--- src/rtl/bus_glue.sv ---
// bus_glue: 68000 bus-cycle controller. Decodes each CPU cycle into ROM, RAM
// or IO, drives the matching chip select, inserts per-region wait states and
// terminates the cycle with DTACK, BERR (unmapped, ROM write, watchdog) or
// VPA (interrupt-acknowledge autovector). All outputs are registered.
module bus_glue #(
  parameter int ROM_WAIT = 1,
  parameter int RAM_WAIT = 0,
  parameter int IO_WAIT  = 2,
  parameter int TIMEOUT  = 64
) (
  input  logic        clk,
  input  logic        reset,
  input  logic        as_n,
  input  logic        uds_n,
  input  logic        lds_n,
  input  logic        read,
  input  logic [2:0]  fc,
  input  logic [23:0] addr,
  input  logic        io_ready_n,
  output logic        dtack_n,
  output logic        berr_n,
  output logic        vpa_n,
  output logic        rom_cs_n,
  output logic        ram_cs_n,
  output logic        io_cs_n,
  output logic [2:0]  state
);

  localparam logic [2:0] ST_IDLE  = 3'd0;
  localparam logic [2:0] ST_WAIT  = 3'd1;
  localparam logic [2:0] ST_ACK   = 3'd2;
  localparam logic [2:0] ST_FAULT = 3'd3;
  localparam logic [2:0] ST_AVEC  = 3'd4;

  localparam logic [1:0] R_ROM  = 2'd0;
  localparam logic [1:0] R_RAM  = 2'd1;
  localparam logic [1:0] R_IO   = 2'd2;
  localparam logic [1:0] R_NONE = 2'd3;

  // Counters only need to reach TIMEOUT; every wait value is below it.
  localparam int CW = $clog2(TIMEOUT + 1);

  logic [CW-1:0] wcnt, wcnt_nx;
  logic [CW-1:0] wdog, wdog_nx;
  logic [1:0]    region, region_nx;
  logic          cs_en, cs_en_nx;
  logic [2:0]    state_nx;
  logic          dtack_nx, berr_nx, vpa_nx;
  logic          rom_cs_nx, ram_cs_nx, io_cs_nx;
  logic          cs_act;
  logic [1:0]    dec_region;

  // Only the top two address bits take part in the region decode.
  logic unused_addr_bits;
  assign unused_addr_bits = ^addr[21:0];

  assign dec_region = addr[23:22];

  function automatic logic [CW-1:0] wait_of(input logic [1:0] r);
    case (r)
      R_ROM:   return CW'(ROM_WAIT);
      R_RAM:   return CW'(RAM_WAIT);
      R_IO:    return CW'(IO_WAIT);
      default: return '0;
    endcase
  endfunction

  // Next-state, counter and termination decode for the coming edge.
  always_comb begin
    // NOTE: every variable gets a default before the case so no latch is inferred.
    state_nx  = state;
    wcnt_nx   = wcnt;
    wdog_nx   = wdog;
    region_nx = region;
    cs_en_nx  = cs_en;
    dtack_nx  = 1'b1;
    berr_nx   = 1'b1;
    vpa_nx    = 1'b1;

    if (as_n) begin
      // Strobe high ends (or aborts) whatever cycle is in progress.
      state_nx = ST_IDLE;
      wcnt_nx  = '0;
      wdog_nx  = '0;
      cs_en_nx = 1'b0;
    end else begin
      case (state)
        ST_IDLE: begin
          region_nx = dec_region;
          wdog_nx   = '0;
          if (fc == 3'b111) begin
            state_nx = ST_AVEC;
            vpa_nx   = 1'b0;
            cs_en_nx = 1'b0;
          end else if (dec_region == R_NONE || (dec_region == R_ROM && !read)) begin
            state_nx = ST_FAULT;
            berr_nx  = 1'b0;
            cs_en_nx = 1'b0;
          end else begin
            cs_en_nx = 1'b1;
            wcnt_nx  = wait_of(dec_region);
            if (wcnt_nx == '0 && (dec_region != R_IO || !io_ready_n)) begin
              state_nx = ST_ACK;
              dtack_nx = 1'b0;
            end else begin
              state_nx = ST_WAIT;
            end
          end
        end
        ST_WAIT: begin
          wcnt_nx = (wcnt == '0) ? '0 : wcnt - 1'b1;
          wdog_nx = wdog + 1'b1;
          if (wcnt_nx == '0 && (region != R_IO || !io_ready_n)) begin
            state_nx = ST_ACK;
            dtack_nx = 1'b0;
          end else if (wdog_nx == CW'(TIMEOUT)) begin
            // Chip select deliberately stays asserted on a watchdog fault.
            state_nx = ST_FAULT;
            berr_nx  = 1'b0;
          end
        end
        ST_ACK:   dtack_nx = 1'b0;
        ST_FAULT: berr_nx  = 1'b0;
        ST_AVEC:  vpa_nx   = 1'b0;
        default: begin
          state_nx = ST_IDLE;
          cs_en_nx = 1'b0;
        end
      endcase
    end

    // ROM ignores the data strobes; RAM and IO need at least one active.
    cs_act    = !as_n && cs_en_nx && (region_nx == R_ROM || !(uds_n && lds_n));
    rom_cs_nx = !(cs_act && region_nx == R_ROM);
    ram_cs_nx = !(cs_act && region_nx == R_RAM);
    io_cs_nx  = !(cs_act && region_nx == R_IO);
  end

  // State, counters and registered outputs; reset forces the idle values at once.
  always_ff @(posedge clk or posedge reset) begin
    if (reset) begin
      state    <= ST_IDLE;
      wcnt     <= '0;
      wdog     <= '0;
      region   <= R_NONE;
      cs_en    <= 1'b0;
      dtack_n  <= 1'b1;
      berr_n   <= 1'b1;
      vpa_n    <= 1'b1;
      rom_cs_n <= 1'b1;
      ram_cs_n <= 1'b1;
      io_cs_n  <= 1'b1;
    end else begin
      // NOTE: non-blocking so every register updates from pre-edge values.
      state    <= state_nx;
      wcnt     <= wcnt_nx;
      wdog     <= wdog_nx;
      region   <= region_nx;
      cs_en    <= cs_en_nx;
      dtack_n  <= dtack_nx;
      berr_n   <= berr_nx;
      vpa_n    <= vpa_nx;
      rom_cs_n <= rom_cs_nx;
      ram_cs_n <= ram_cs_nx;
      io_cs_n  <= io_cs_nx;
    end
  end

endmodule

--- config.mk ---
export PLATFORM = sky130hd
export DESIGN_NAME = bus_glue
export DESIGN_NICKNAME = d
export VERILOG_FILES = /design/src/rtl/bus_glue.sv
export SDC_FILE = /design/constraint.sdc
export NUM_CORES = 1
export LEC_CHECK = 0
export CAP_MARGIN = 20
export CORE_MARGIN = 4
export CORE_UTILIZATION = 45
export DETAILED_ROUTE_END_ITERATION = 10
export PLACE_DENSITY = 0.88
export SYNTH_ARGS = -nofsm -noshare
export SYNTH_HDL_FRONTEND = slang
export SYNTH_SLANG_ARGS = --single-unit
--- constraint.sdc ---
create_clock -name clk -period 4.5 [get_ports clk]
set_input_delay 1.35 -clock clk [delete_from_list [all_inputs] [get_ports clk]]
set_output_delay 1.35 -clock clk [all_outputs]
set_load 0.005 [all_outputs]
==> summary.md <==
| Metric | Value |
|---|---|
| Sequential share of power | 0.423 |
| CTS clk-pin slew, worst paths | 0.14 ns |
| Top FF cell, synth | dfrtp_1 |
| Largest net degree at the start of global routing | 27 |
| Placement Setup Slack | 1.24 ns |
| Num rows | 20 |
| Clk sinks | 26 |
| Wire per inst | approximately 13 um |
| Post-CTS Setup Inserts | 0 |
| Syn Nets | just under 200 |
| Max FO, Critical Path | 11 |
| DRC | 0 |
| Non-Filler Instances | about 230 |
| Leading area contributor after synthesis | dfrtp_1 |
| Yosys reg bits | 26 |
| # hold bufs at CTS | 0 |
| Switching pwr | ~270 uW |
| CTS buffer count | 3 |
| Peak supply drop | approximately 0.26 mV |
| Power per cell area | 434 nW/um^2 |
| Avg Cell Area, Syn | between 9 and 10 um^2 |
| CTS tree | built |
| Die Span X | roughly 65 um |
| Period Utilization, post-route | 0.641 |
| Detailed Route WL | 2970 um |
| Die Ht | ~65 um |
| Clock share of power | 0.211 |
| Share of synthesized registers carrying an async set or reset | 1.00 |
| Post-synth EDFFs | 0 |
| Gpl congestion | approximately 0.81 |
| Final min period | 2.88 ns |
| Routed Antenna Nets | 0 |
| Most common cell in the synthesized netlist | nor2_1 |
| Nets | 222 |
| Worst reg-to-reg setup slack | 2.38 ns |
| Worst clock skew | roughly 0.0066 ns |
| Logic pwr share | 0.365 |
| Lkg Pwr | between 0.7 and 0.8 nW |
| Core area | 3080 um^2 |
| Iteration-0 DRC Markers | just over 90 |
| Antenna fix cells | 0 |
| Total negative slack | 0 ns |
| Post-synthesis sequential area ratio | 0.449 |
| H-tree Lvls | 1 |
| Mapped Cells | about 160 |
| Fraction of layout cells with a size suffix above 1 | 0.0929 |
| Largest family of logic cells by synthesized area | simple AND/OR/NAND/NOR gates |
| Synthesized area | ~1500 um^2 |
| Critical path arrival | 3.09 ns |
| Area after DPL | roughly 1700 um^2 |
| Adder-Cell Fraction of Synth Area | 0.0340 |
| Post-synthesis mux area share | 0.0136 |
| Fin Hold WS | 0.530 ns |
| Startpoint types | input pin |
| Ranking of synthesized cells by area | dfrtp_1, dfstp_2, nor2_1 |
| Via count | between 1,000 and 1,500 |
| Post-CTS Resized | 0 |
| Starting Density | 0.478 |
| Synth Area in XOR/XNOR | 0.0179 |
| RSZ-0062 raised after global routing | false |
| Crit path required time | about 4.7 ns |
| Critical path class | input pin to flop |
| GRT Util Overall | 0.156 |
| Die area | 4250 um^2 |
| Top-level port count | 43 |
| YS warnings | 0 |
| Max-slew violations | 0 |
| Setup Viol. Count Final | 0 |
| Pre-Repair DR Iteration Count | 4 |
| Finished Cell Area | 1780 um^2 |
| Port Buffers | 20 |
| Vias in the first global route | between 1,000 and 1,500 |
| Synth Area in Compound Gates | 0.211 |
| Hold Path Class | flop to flop |
| Grt total ovfl | 0 |
| Worst skew pair latency | roughly 0.33 ns |
| Dpl cells | ~220 |
| Longest Clk Path Bufs | 2 |
| Initial antenna violation count | 0 |
| Final setup margin | roughly 1.6 ns |
| Power Internal | 499 uW |
| Max cap viols | 0 |
| First-pass GRT wire length | between 5000 and 6000 um |
| Count of final hold-check violations | 0 |
| Commonest cells post-synth | nor2_1, dfrtp_1, nand2_1 |
| Cell variety after synth | 43 |
| Worst relative slew slack | 0.543 |
| Worst slew pin tran | ~0.7 ns |
| Syn-to-layout area delta | 21.0% |
| Crit end category | flop |
| Clock root buffer master | clkbuf_4 |
| Status | completed |
| Switch share | 0.354 |
| Fmax | 347 MHz |
| Yosys top cell area share | 0.306 |
| Post-synthesis simple-gate area fraction | 0.233 |
| Post-DP HPWL | roughly 2200 um |
| Vias per cell | between 5 and 6 |
area by class of cell:
class | instances | area, um^2
Tap cell | 44 | 55.1
Sequential cell | 26 | 661
Multi-Input combinational cell | 123 | 749
Clock inverter | 1 | 30.0
Inverter | 9 | 33.8
Clock buffer | 3 | 22.5
Timing Repair Buffer | 21 | 228
Fill cell | 272 | 1300
power by group through the flow:
stage	sequential (mW)	clock [mW]	combinational, mW
3_3_place_gp	0.328	0	0.274
6_report	0.327	0.163	0.282
3_5_place_dp	0.332	0	0.278
5_1_grt	0.334	0.175	0.320
4_1_cts	0.326	0.165	0.281
2_1_floorplan	0.323	0	0.209
path summary, 6_finish.rpt:
path                              start        end  cells after the start
worst max-delay path               as_n    wcnt[6]                      5
worst min register to register  wcnt[6]    wcnt[6]                      2
min in group asynchronous         reset   state[2]                      2
max in group asynchronous         reset  region[1]                      3
worst max register to register  wcnt[0]   state[1]                      6
worst min-delay path            wcnt[6]    wcnt[6]                      2
cells in the final DEF, fill, tap and decap left out, types with 5 or more instances in the layout:
cell type        Yosys  final
dfrtp_1             18     18
dfstp_2              8      8
nand2_1             17     17
o31ai_1              6      6
clkdlybuf4s50_1      0     20
o21ai_0             12     12
nor2_1              20     20
nand3_1              9      9
inv_1                9      9
nor3_1               5      5
flip-flops by register name, summed over array words and instances, names as in the netlist:
name      flops
wcnt          7
wdog          7
state         3
region        2
berr_n        1
cs_en         1
dtack_n       1
io_cs_n       1
ram_cs_n      1
rom_cs_n      1
vpa_n         1
layer usage:
| layer | share of wire | GRT usage | wire length [um] |
|---|---|---|---|
| met1 | 0.45 | 0.212 | 1350 |
| met2 | 0.49 | 0.252 | 1460 |
| met3 | 0.046 | 0.0410 | 136 |
| met4 | 0.0067 | 0.0363 | 20 |
| met5 | 0 | 0 | 0 |
critical path, stage by stage:
cell and delay, ns:
clkdlybuf4s50_1 0.72, or2_0 0.61, nor2_1 0.10, o21ai_0 0.21, o41ai_2 0.10
per-stage QoR:
step                 util  power, mW
global placement    0.552      0.602
global route        0.578      0.829
floorplan               -      0.532
detailed placement  0.552      0.609
CTS                 0.569      0.772
finish              0.578      0.773
cell families after synthesis:
family,count (synthesis)
and+or+nand+nor,70
AOI/OAI and AO/OA,44
DFF,26
buffers and inverters,12
adders and majority gates,4
xor gates and xnor gates,3
muxes,2
Note: power is estimated with default switching activity, not from simulation.
